===== config.mk =====
export PLATFORM = sky130hd
export DESIGN_NAME = regs_wb_arbiter
export DESIGN_NICKNAME = d
export VERILOG_FILES = /design/src/rtl/cpu_pkg.sv /design/src/rtl/rr_arbiter.sv /design/src/rtl/regs_wb_arbiter.sv
export SDC_FILE = /design/constraint.sdc
export NUM_CORES = 1
export LEC_CHECK = 0
export ABC_AREA = 1
export ABC_CLOCK_PERIOD_IN_PS = 3750
export BUFFER_PORTS_ARGS = -buffer_cell sky130_fd_sc_hd__buf_2
export CORE_ASPECT_RATIO = 0.9
export CORE_MARGIN = 5
export CORE_UTILIZATION = 48
export CTS_CLUSTER_DIAMETER = 200
export DETAILED_ROUTE_END_ITERATION = 7
export HOLD_SLACK_MARGIN = 0.08
export PLACE_DENSITY = 0.85
export SLEW_MARGIN = 40
export SYNTH_ARGS = -nofsm -noshare
export SYNTH_HDL_FRONTEND = slang
export SYNTH_SLANG_ARGS = --single-unit

===== constraint.sdc =====
create_clock -name clk -period 3.75 [get_ports clk]
set_input_delay 0.5625 -clock clk [delete_from_list [all_inputs] [get_ports clk]]
set_output_delay 0.5625 -clock clk [all_outputs]
set_load 0.01 [all_outputs]

===== src/rtl/cpu_pkg.sv =====
// Shared CPU-wide constants: register file geometry and writeback requester slots.
package cpu_pkg;
  localparam int REG_AW   = 5;
  localparam int REG_DW   = 32;
  localparam int NUM_REGS = 32;

  localparam int WB_ALU = 0;
  localparam int WB_LSU = 1;
  localparam int WB_MDU = 2;
endpackage


===== src/rtl/rr_arbiter.sv =====
// Combinational round-robin arbiter: the first request found at or after ptr
// (wrapping) wins.
module rr_arbiter #(
  parameter int N  = 3,
  parameter int PW = (N > 1) ? $clog2(N) : 1
) (
  input  logic [N-1:0]  req,
  input  logic [PW-1:0] ptr,
  output logic [N-1:0]  gnt
);
  logic [PW-1:0] w_idx;
  logic          w_found;

  always_comb begin
    gnt     = '0;
    w_found = 1'b0;
    w_idx   = '0;
    for (int k = 0; k < N; k++) begin
      w_idx = PW'((int'(ptr) + k) % N);
      if (!w_found && req[w_idx]) begin
        gnt[w_idx] = 1'b1;
        w_found    = 1'b1;
      end
    end
  end
endmodule


===== src/rtl/regs_wb_arbiter.sv =====
// Writeback arbiter for the register file's single write port, plus a
// pending-write scoreboard that the issue stage uses for hazard stalls.
module regs_wb_arbiter
  import cpu_pkg::*;
#(
  parameter int NREQ = 3,
  parameter int AW   = REG_AW,
  parameter int DW   = REG_DW
) (
  input  logic                 clk,
  input  logic                 rst,
  input  logic [NREQ-1:0]      req_valid,
  input  logic [NREQ*AW-1:0]   req_addr,
  input  logic [NREQ*DW-1:0]   req_data,
  output logic [NREQ-1:0]      req_ready,
  output logic                 reg_write,
  output logic [AW-1:0]        wt_addr,
  output logic [DW-1:0]        wt_data,
  input  logic                 rsv_valid,
  input  logic [AW-1:0]        rsv_addr,
  output logic                 rsv_conflict,
  input  logic [AW-1:0]        rs1_addr,
  input  logic [AW-1:0]        rs2_addr,
  output logic                 rs1_busy,
  output logic                 rs2_busy,
  output logic [NUM_REGS-1:0]  pending
);
  localparam int PW = (NREQ > 1) ? $clog2(NREQ) : 1;

  logic [PW-1:0]       r_ptr;
  logic                r_reg_write;
  logic [AW-1:0]       r_wt_addr;
  logic [DW-1:0]       r_wt_data;
  logic [NUM_REGS-1:0] r_pending;

  logic [NREQ-1:0]     w_gnt;
  logic                w_xfer;
  logic [PW-1:0]       w_gnt_idx;
  logic [PW-1:0]       w_ptr_next;
  logic [AW-1:0]       w_sel_addr;
  logic [DW-1:0]       w_sel_data;
  logic [NUM_REGS-1:0] w_pending_next;

  rr_arbiter #(
    .N  (NREQ),
    .PW (PW)
  ) u_rr_arbiter (
    .req (req_valid),
    .ptr (r_ptr),
    .gnt (w_gnt)
  );

  // Grants are suppressed while reset is held so no requester sees a transfer.
  assign req_ready = w_gnt & {NREQ{~rst}};
  assign w_xfer    = |req_ready;

  always_comb begin
    w_gnt_idx  = '0;
    w_sel_addr = '0;
    w_sel_data = '0;
    for (int i = 0; i < NREQ; i++) begin
      if (w_gnt[i]) begin
        w_gnt_idx  = PW'(i);
        w_sel_addr = req_addr[i*AW +: AW];
        w_sel_data = req_data[i*DW +: DW];
      end
    end
  end

  assign w_ptr_next = (w_gnt_idx == PW'(NREQ - 1)) ? '0 : w_gnt_idx + 1'b1;

  // Clear follows the committed write; a same-address reservation overrides it.
  always_comb begin
    w_pending_next = r_pending;
    if (r_reg_write)
      w_pending_next[r_wt_addr] = 1'b0;
    if (rsv_valid && (rsv_addr != '0))
      w_pending_next[rsv_addr] = 1'b1;
    w_pending_next[0] = 1'b0;
  end

  always_ff @(posedge clk or posedge rst) begin
    if (rst) begin
      r_ptr       <= '0;
      r_reg_write <= 1'b0;
      r_wt_addr   <= '0;
      r_wt_data   <= '0;
      r_pending   <= '0;
    end else begin
      r_pending <= w_pending_next;
      if (w_xfer) begin
        r_ptr       <= w_ptr_next;
        r_reg_write <= (w_sel_addr != '0);
        r_wt_addr   <= w_sel_addr;
        r_wt_data   <= w_sel_data;
      end else begin
        r_reg_write <= 1'b0;
      end
    end
  end

  assign reg_write    = r_reg_write;
  assign wt_addr      = r_wt_addr;
  assign wt_data      = r_wt_data;
  assign pending      = r_pending;
  assign rs1_busy     = (rs1_addr != '0) && r_pending[rs1_addr];
  assign rs2_busy     = (rs2_addr != '0) && r_pending[rs2_addr];
  assign rsv_conflict = rsv_valid && (rsv_addr != '0) && r_pending[rsv_addr];
endmodule


==> flow_metrics.py, run 1 <==
metrics = {
    "timing": {
        "postLayoutSetupSlackWorst_ps": 1050,
        "max_slew_margin_pct": 52.9,
        "rsz0062_at_grt": "false",
        "fin_crit_ps": 2700,
        "fin_setup_tns_ps": 0,
        "fmax_ghz": 0.370,
        "tightest_slew_ps": 705,
        "whs_ps": 114,
        "post-route-period-util_pct": 72.0,
        "skew_ps": 7.09,
        "finalHoldViolations": 0,
        "setup_viol": 0,
        "slew_viol_final": 0,
    },
    "global_route": {
        "antenna_found_initial": 1,
        "grt_first_pass_wirelength_microns": 25200,
        "grt_overflow_total": 0,
        "grt_pass1_vias": 5049,
        "grt_usage_pct": 26.2,
        "grt_max_degree": 42,
    },
    "cts": {
        "clk_pin_slew_worst_paths_ps": 70,
        "h-tree-depth": 3,
        "cts.repair.resized": 0,
        "clk_latency_ps": 340,
        "cts_hold_buffers": 0,
        "cts_sinks": 71,
        "cts_buffers": 9,
        "cts-root-buf": "clkbuf_8",
        "tritoncts": "done",
        "cts_buffer_depth": 2,
        "postCtsSetupBuffers": 0,
    },
    "floorplanning": {
        "io_pins": 208,
        "die_height_microns": 104,
        "initial_utilization_pct": 48.9,
        "die_x_microns": 115,
        "rows": 34,
        "core_area_sq_um": 9660,
        "design.die.area_sq_um": 11900,
    },
    "synthesis": {
        "synth.ff_latch_count": 71,
        "synth.avg_cell_area_sq_um": 7.27,
        "synth_area_leaders": "dfrtp_1 (38%), nand2_1 (13%), o21ai_0 (11%), a41oi_2 (5.5%), inv_1 (5.2%)",
        "synth-seq-area-share_pct": 37.6,
        "synth_top_area_share_pct": 37.6,
        "yosysWarnings": 0,
        "synth_cell_types": 38,
        "syn-cell-area_sq_um": 4720,
        "yosysTopAreaCell": "dfrtp_1",
        "postSynthCellCount": 649,
        "synth_fp_nets": 785,
    },
    "worst_setup_path": {
        "cp-start-kind": "flop",
        "required_ps": 3980,
        "path_class": "flop to flop",
        "cp.arrival_ps": 2930,
        "critPathMaxFanout": 24,
        "worstSetupEndpointType": "flop",
    },
    "final_layout": {
        "layout_common_cells": "buf_2 (206), nand2_1 (166), o21ai_0 (106)",
        "fin_cells": 973,
        "final_layout_size_suffix_gt1_share_pct": 31.8,
        "num_antenna_cells": 0,
        "areaGrowthSynthToFinish_pct": 27.5,
        "final_area_sq_um": 6020,
        "layout_commonest_cell": "buf_2",
        "multi_input_area_sq_um": 2490,
        "nFillCells": 910,
        "fin_util_pct": 62.3,
        "regArea_sq_um": 1780,
        "nets": 979,
    },
    "route": {
        "drt_wl_total_microns": 15800,
        "drtIter0Drc": 495,
        "viasPerCell": 5.48,
        "first_pass_iters": 5,
        "vias": 5334,
        "wl_per_cell_microns": 16.2,
        "ant_nets": 0,
        "drc": 0,
    },
    "power": {
        "p_clk_share_pct": 12.8,
        "p_comb_share_pct": 59.0,
        "p_int_mw": 2.65,
        "netSwitchingPower_mw": 2.61,
        "power_density_nw_per_um2": 874,
        "p_total_mw": 5.26,
        "peakVddDrop_v": 0.000625,
        "power.leakage_nw": 2.84,
        "p_sw_share_pct": 49.6,
        "seqPwrFrac_pct": 28.2,
    },
    "worst_hold_path": {
        "hold_path_class": "primary input to asynchronous set/reset pin",
    },
    "placed_design": {
        "numPlacedInstances": 958,
        "hpwl_microns": 12400,
        "port_buffers": 206,
        "placed_cell_area_sq_um": 5800,
        "place_ws_ps": 1080,
        "gp_congestion": 0.952,
    },
    "run": {
        "maxCapViolCount": 0,
    },
    "run_status": {
        "status": "completed",
    },
}
## final cells by class
type	count	share of cell area [%]
clock buffers	10	2.29
clock inverters	5	1.35
inverters	74	4.62
multi-input cells	476	41.4
flip-flops and latches	71	29.5
well taps	126	2.62
repair buffers	211	18.2
## power by group through the flow
| stage | registers (mW) | logic [mW] | clock network, mW |
|---|---|---|---|
| after global routing | 1.52 | 3.49 | 0.728 |
| after floorplan | 1.52 | 2.21 | 0 |
| after CTS | 1.47 | 3.12 | 0.690 |
| final | 1.48 | 3.10 | 0.674 |
| after detailed placement | 1.47 | 3.12 | 0 |
| after global placement | 1.47 | 3.03 | 0 |
## worst max-delay path: stages, from the launching register on
cell and delay [ps]:
dfrtp_1 390, inv_1 80, ha_1 400, inv_2 90
nand2_1 60, nand3_1 60, nand2_1 100, nand2_1 60
nand2_1 70, inv_2 30, nand2_1 80, inv_2 90
nand2_2 80, nand2_2 50, nand2_2 340, buf_4 340
nand4_1 130, o21ai_1 90, inv_1 50
## metal layers
layer / GRT usage [%] / wire length [microns]
met2: 41.1 / 7370
met1: 35.3 / 6270
met3: 6.28 / 1670
met5: 0 / 13
met4: 8.99 / 450
## kinds of logic after synthesis
group / share of synthesized area [%]
other: 0.0795
adder cells (fa/ha/maj): 1.06
AO/OA/AOI/OAI: 25.2
AND/OR/NAND/NOR: 26.4
buffers and inverters: 9.54
flip-flops: 37.6
## path summary, 6_finish.rpt
| kind | startpoint | to | slack [ps] | cells past startpoint |
|---|---|---|---|---|
| hold / removal | rst | r_ptr[0] | 110 | 2 |
| min in group clk | wt_data[3] | wt_data[3] | 490 | 2 |
| hold reg to reg | wt_data[3] | wt_data[3] | 490 | 2 |
| setup reg to reg | r_ptr[0] | wt_data[4] | 1050 | 18 |
| max in group asynchronous | rst | wt_addr[4] | 2810 | 4 |
| setup / recovery | r_ptr[0] | wt_data[4] | 1050 | 18 |
## cells in the mapped netlist, drive strengths merged
master,n
nand4,18
o21ai,118
o21a,1
o221ai,1
dfrtp,71
nand2,171
a221oi,1
o211ai,13
nand3b,1
a21oi,21
clkbuf,9
buf,19
and2,1
nand3,38
ha,4
inv,74
nor2,49
conb,1
a32oi,1
a41oi,17
a22oi,7
a31oi,3
nor3,8
o311ai,1
nor4b,1
## registers in the layout (all words and copies together) (netlist names)
| name | cells |
|---|---|
| pending | 31 |
| r_ptr | 2 |
| reg_write | 1 |
| wt_addr | 5 |
| wt_data | 32 |
(Power assumes the default switching activity.)
==> run 2: changes to the inputs <==
Settings changed: ABC_AREA 1 to 0, ABC_CLOCK_PERIOD_IN_PS 3750 to 2700.
Clock period 3.75 ns to 2.7 ns, I/O delays scaled along.
==> run 2 against run 1 <==
  * Via count decreased by 3.5%
  * Register-to-register slack got worse by 960 ps
  * Combinational power increased by 54%
  * Wire length increased by 6.4%
  * Setup slack got worse by 990 ps
  * Synthesized cell count decreased by 19%
  * Clock-buffer cell count unchanged
  * Critical path type is now flop to output pin
  * Critical endpoint is now req_ready[1]
==> flow_metrics.py, run 2 <==
metrics = {
    "run_status": {
        "status": "completed",
    },
    "placed_design": {
        "placed_cell_area_sq_um": 5760,
        "hpwl_microns": 12600,
        "place_ws_ps": 135,
        "port_buffers": 206,
        "numPlacedInstances": 828,
        "gp_congestion": 0.960,
    },
    "synthesis": {
        "synth_most_common_cell": "nand2_1",
        "synth_edf_count": 0,
        "synth_top_cells_by_count": "nand2_1 (123), o21ai_0 (94), dfrtp_1 (71)",
        "synth.ff_latch_count": 71,
        "synth_area_leaders": "dfrtp_1 (39%), mux4_2 (12%), o21ai_0 (10%), nand2_1 (10%), o211ai_1 (6.0%)",
        "synth.avg_cell_area_sq_um": 8.76,
        "synth_cell_types": 41,
        "syn-cell-area_sq_um": 4600,
        "yosysTopAreaCell": "dfrtp_1",
        "synthFlopType": "dfrtp_1",
        "yosysWarnings": 0,
        "synth_fp_nets": 661,
        "synth_top_area_share_pct": 38.6,
        "synth_async_sr_flop_share_pct": 100,
        "synth-seq-area-share_pct": 38.6,
        "postSynthCellCount": 525,
    },
    "floorplanning": {
        "core_area_sq_um": 9250,
        "rows": 33,
        "die_height_microns": 103,
        "die_x_microns": 113,
        "io_pins": 208,
        "design.die.area_sq_um": 11600,
        "initial_utilization_pct": 49.7,
    },
    "worst_setup_path": {
        "worstSetupEndpointType": "output pin",
        "cp.arrival_ps": 2230,
        "required_ps": 2300,
        "cp-start-kind": "flop",
        "path_class": "flop to output pin",
        "critPathMaxFanout": 6,
    },
    "timing": {
        "tightest_slew_ps": 650,
        "setup_viol": 0,
        "max_slew_margin_pct": 56.6,
        "fin_setup_tns_ps": 0,
        "fmax_ghz": 0.379,
        "skew_ps": 12.3,
        "slew_viol_final": 0,
        "postLayoutSetupSlackWorst_ps": 63.8,
        "rsz0062_at_grt": "true",
        "post-route-period-util_pct": 97.6,
        "fin_crit_ps": 2640,
        "finalHoldViolations": 0,
    },
    "global_route": {
        "grt_overflow_total": 0,
        "grt_usage_pct": 27.9,
        "antenna_found_initial": 1,
        "grt_pass1_vias": 5068,
        "grt_first_pass_wirelength_microns": 25800,
        "grt_max_degree": 47,
    },
    "route": {
        "drt-met1-wl_microns": 6120,
        "wl_per_cell_microns": 19.7,
        "drt_wl_total_microns": 16800,
        "viasPerCell": 6.04,
        "vias": 5148,
        "drtIter0Drc": 556,
        "dr_wl_met3_microns": 1780,
        "dr.max_layer_used": "met4",
        "wl_met2_microns": 8430,
        "ant_nets": 0,
        "first_pass_iters": 6,
        "drc": 0,
    },
    "power": {
        "peakVddDrop_v": 0.000854,
        "power_density_nw_per_um2": 1280,
        "power.leakage_nw": 2.76,
        "p_total_mw": 7.97,
    },
    "final_layout": {
        "layout_commonest_cell": "buf_2",
        "final_area_sq_um": 6230,
        "layout_common_cells": "buf_2 (206), nand2_1 (123), o21ai_0 (92)",
        "fin_cells": 853,
        "nets": 861,
        "areaGrowthSynthToFinish_pct": 35.4,
        "largest_reg_flops": 32,
        "final_layout_size_suffix_gt1_share_pct": 41.5,
    },
    "cts": {
        "cts_buffer_depth": 2,
        "cts_buffers": 9,
        "h-tree-depth": 3,
        "cts_hold_buffers": 0,
        "cts-root-buf": "clkbuf_8",
        "cts_sinks": 71,
        "clk_latency_ps": 350,
        "tritoncts": "done",
        "clk_pin_slew_worst_paths_ps": 80,
    },
    "run": {
        "maxCapViolCount": 0,
    },
    "worst_hold_path": {
        "hold_path_class": "primary input to asynchronous set/reset pin",
    },
}
## run 2: changes by cell type after synthesis, sizes merged, moves of 6 or more
cell,previous run,this run
a21oi,21,4
a22oi,7,1
a41oi,17,1
clkbuf,9,19
inv,74,11
mux2,0,6
mux4,0,25
nand2,171,123
nand3,38,4
nand3b,1,11
nand4,18,0
nor2,49,10
o211ai,13,37
o21ai,118,138
## run 2: layer usage
metal,global-route usage [%],vias up
met5,0,-
met4,9.70,0
met3,7.45,46
met2,49.3,365
met1,33.4,2424
li1,-,2313
## run 2: worst paths after layout
| kind | start | slack (ps) | to | cells past startpoint |
|---|---|---|---|---|
| min in group clk | req_data[73] | 340 | wt_data[9] | 3 |
| max | r_ptr[0] | 60 | req_ready[1] | 8 |
| max reg2reg | r_ptr[1] | 90 | r_ptr[1] | 10 |
| min reg2reg | wt_data[2] | 480 | wt_data[2] | 2 |
| max in group asynchronous | rst | 1810 | r_ptr[1] | 3 |
| min | rst | 210 | wt_data[3] | 2 |
## run 2: cells by family after synthesis
family / synth area share [%]
compound gates: 25.2
simple gates: 15.9
flops: 38.6
buf+inv: 5.22
mux: 13.9
fa+ha+maj: 1.09
other cells: 0.0815
## run 2: cell type report
class	count	area [sq um]
fill	729	3020
multi-input combinational	404	2710
sequential	71	1780
timing repair buffer	228	1250
clock inverter	6	155
tap	122	153
clock buffer	10	138
inverter	11	41.3
antenna	1	2.50
## run 2: stage by stage
stage	hold WS [ps]	utilization, %
global placement	464	62.2
detailed placement	471	62.2
floorplan	517	-
global route	271	67.3
CTS	215	65.8
finish	208	67.3
## run 2: power breakdown
group / switching, mW / total, mW / internal (mW)
logic: 2.68 / 4.76 / 2.08
clock network: 0.407 / 1.23 / 0.825
registers: 0.481 / 1.98 / 1.50
## run 2: critical path, stage by stage, from the launching register on
cell and delay, ps:
dfrtp_2 450, inv_2 100, ha_4 180, mux2i_4 290, o21ai_2 130, buf_4 160
a32oi_4 330, nor2_2 90, buf_2 150
## run 2: timing repair
item | in CTS | in global routing
pin swaps | 1 | 3
buffers inserted | 1 | 6
endpoints found under the setup margin | 3 | 42
resized for setup | 5 | 19
cloned | 1 | 0
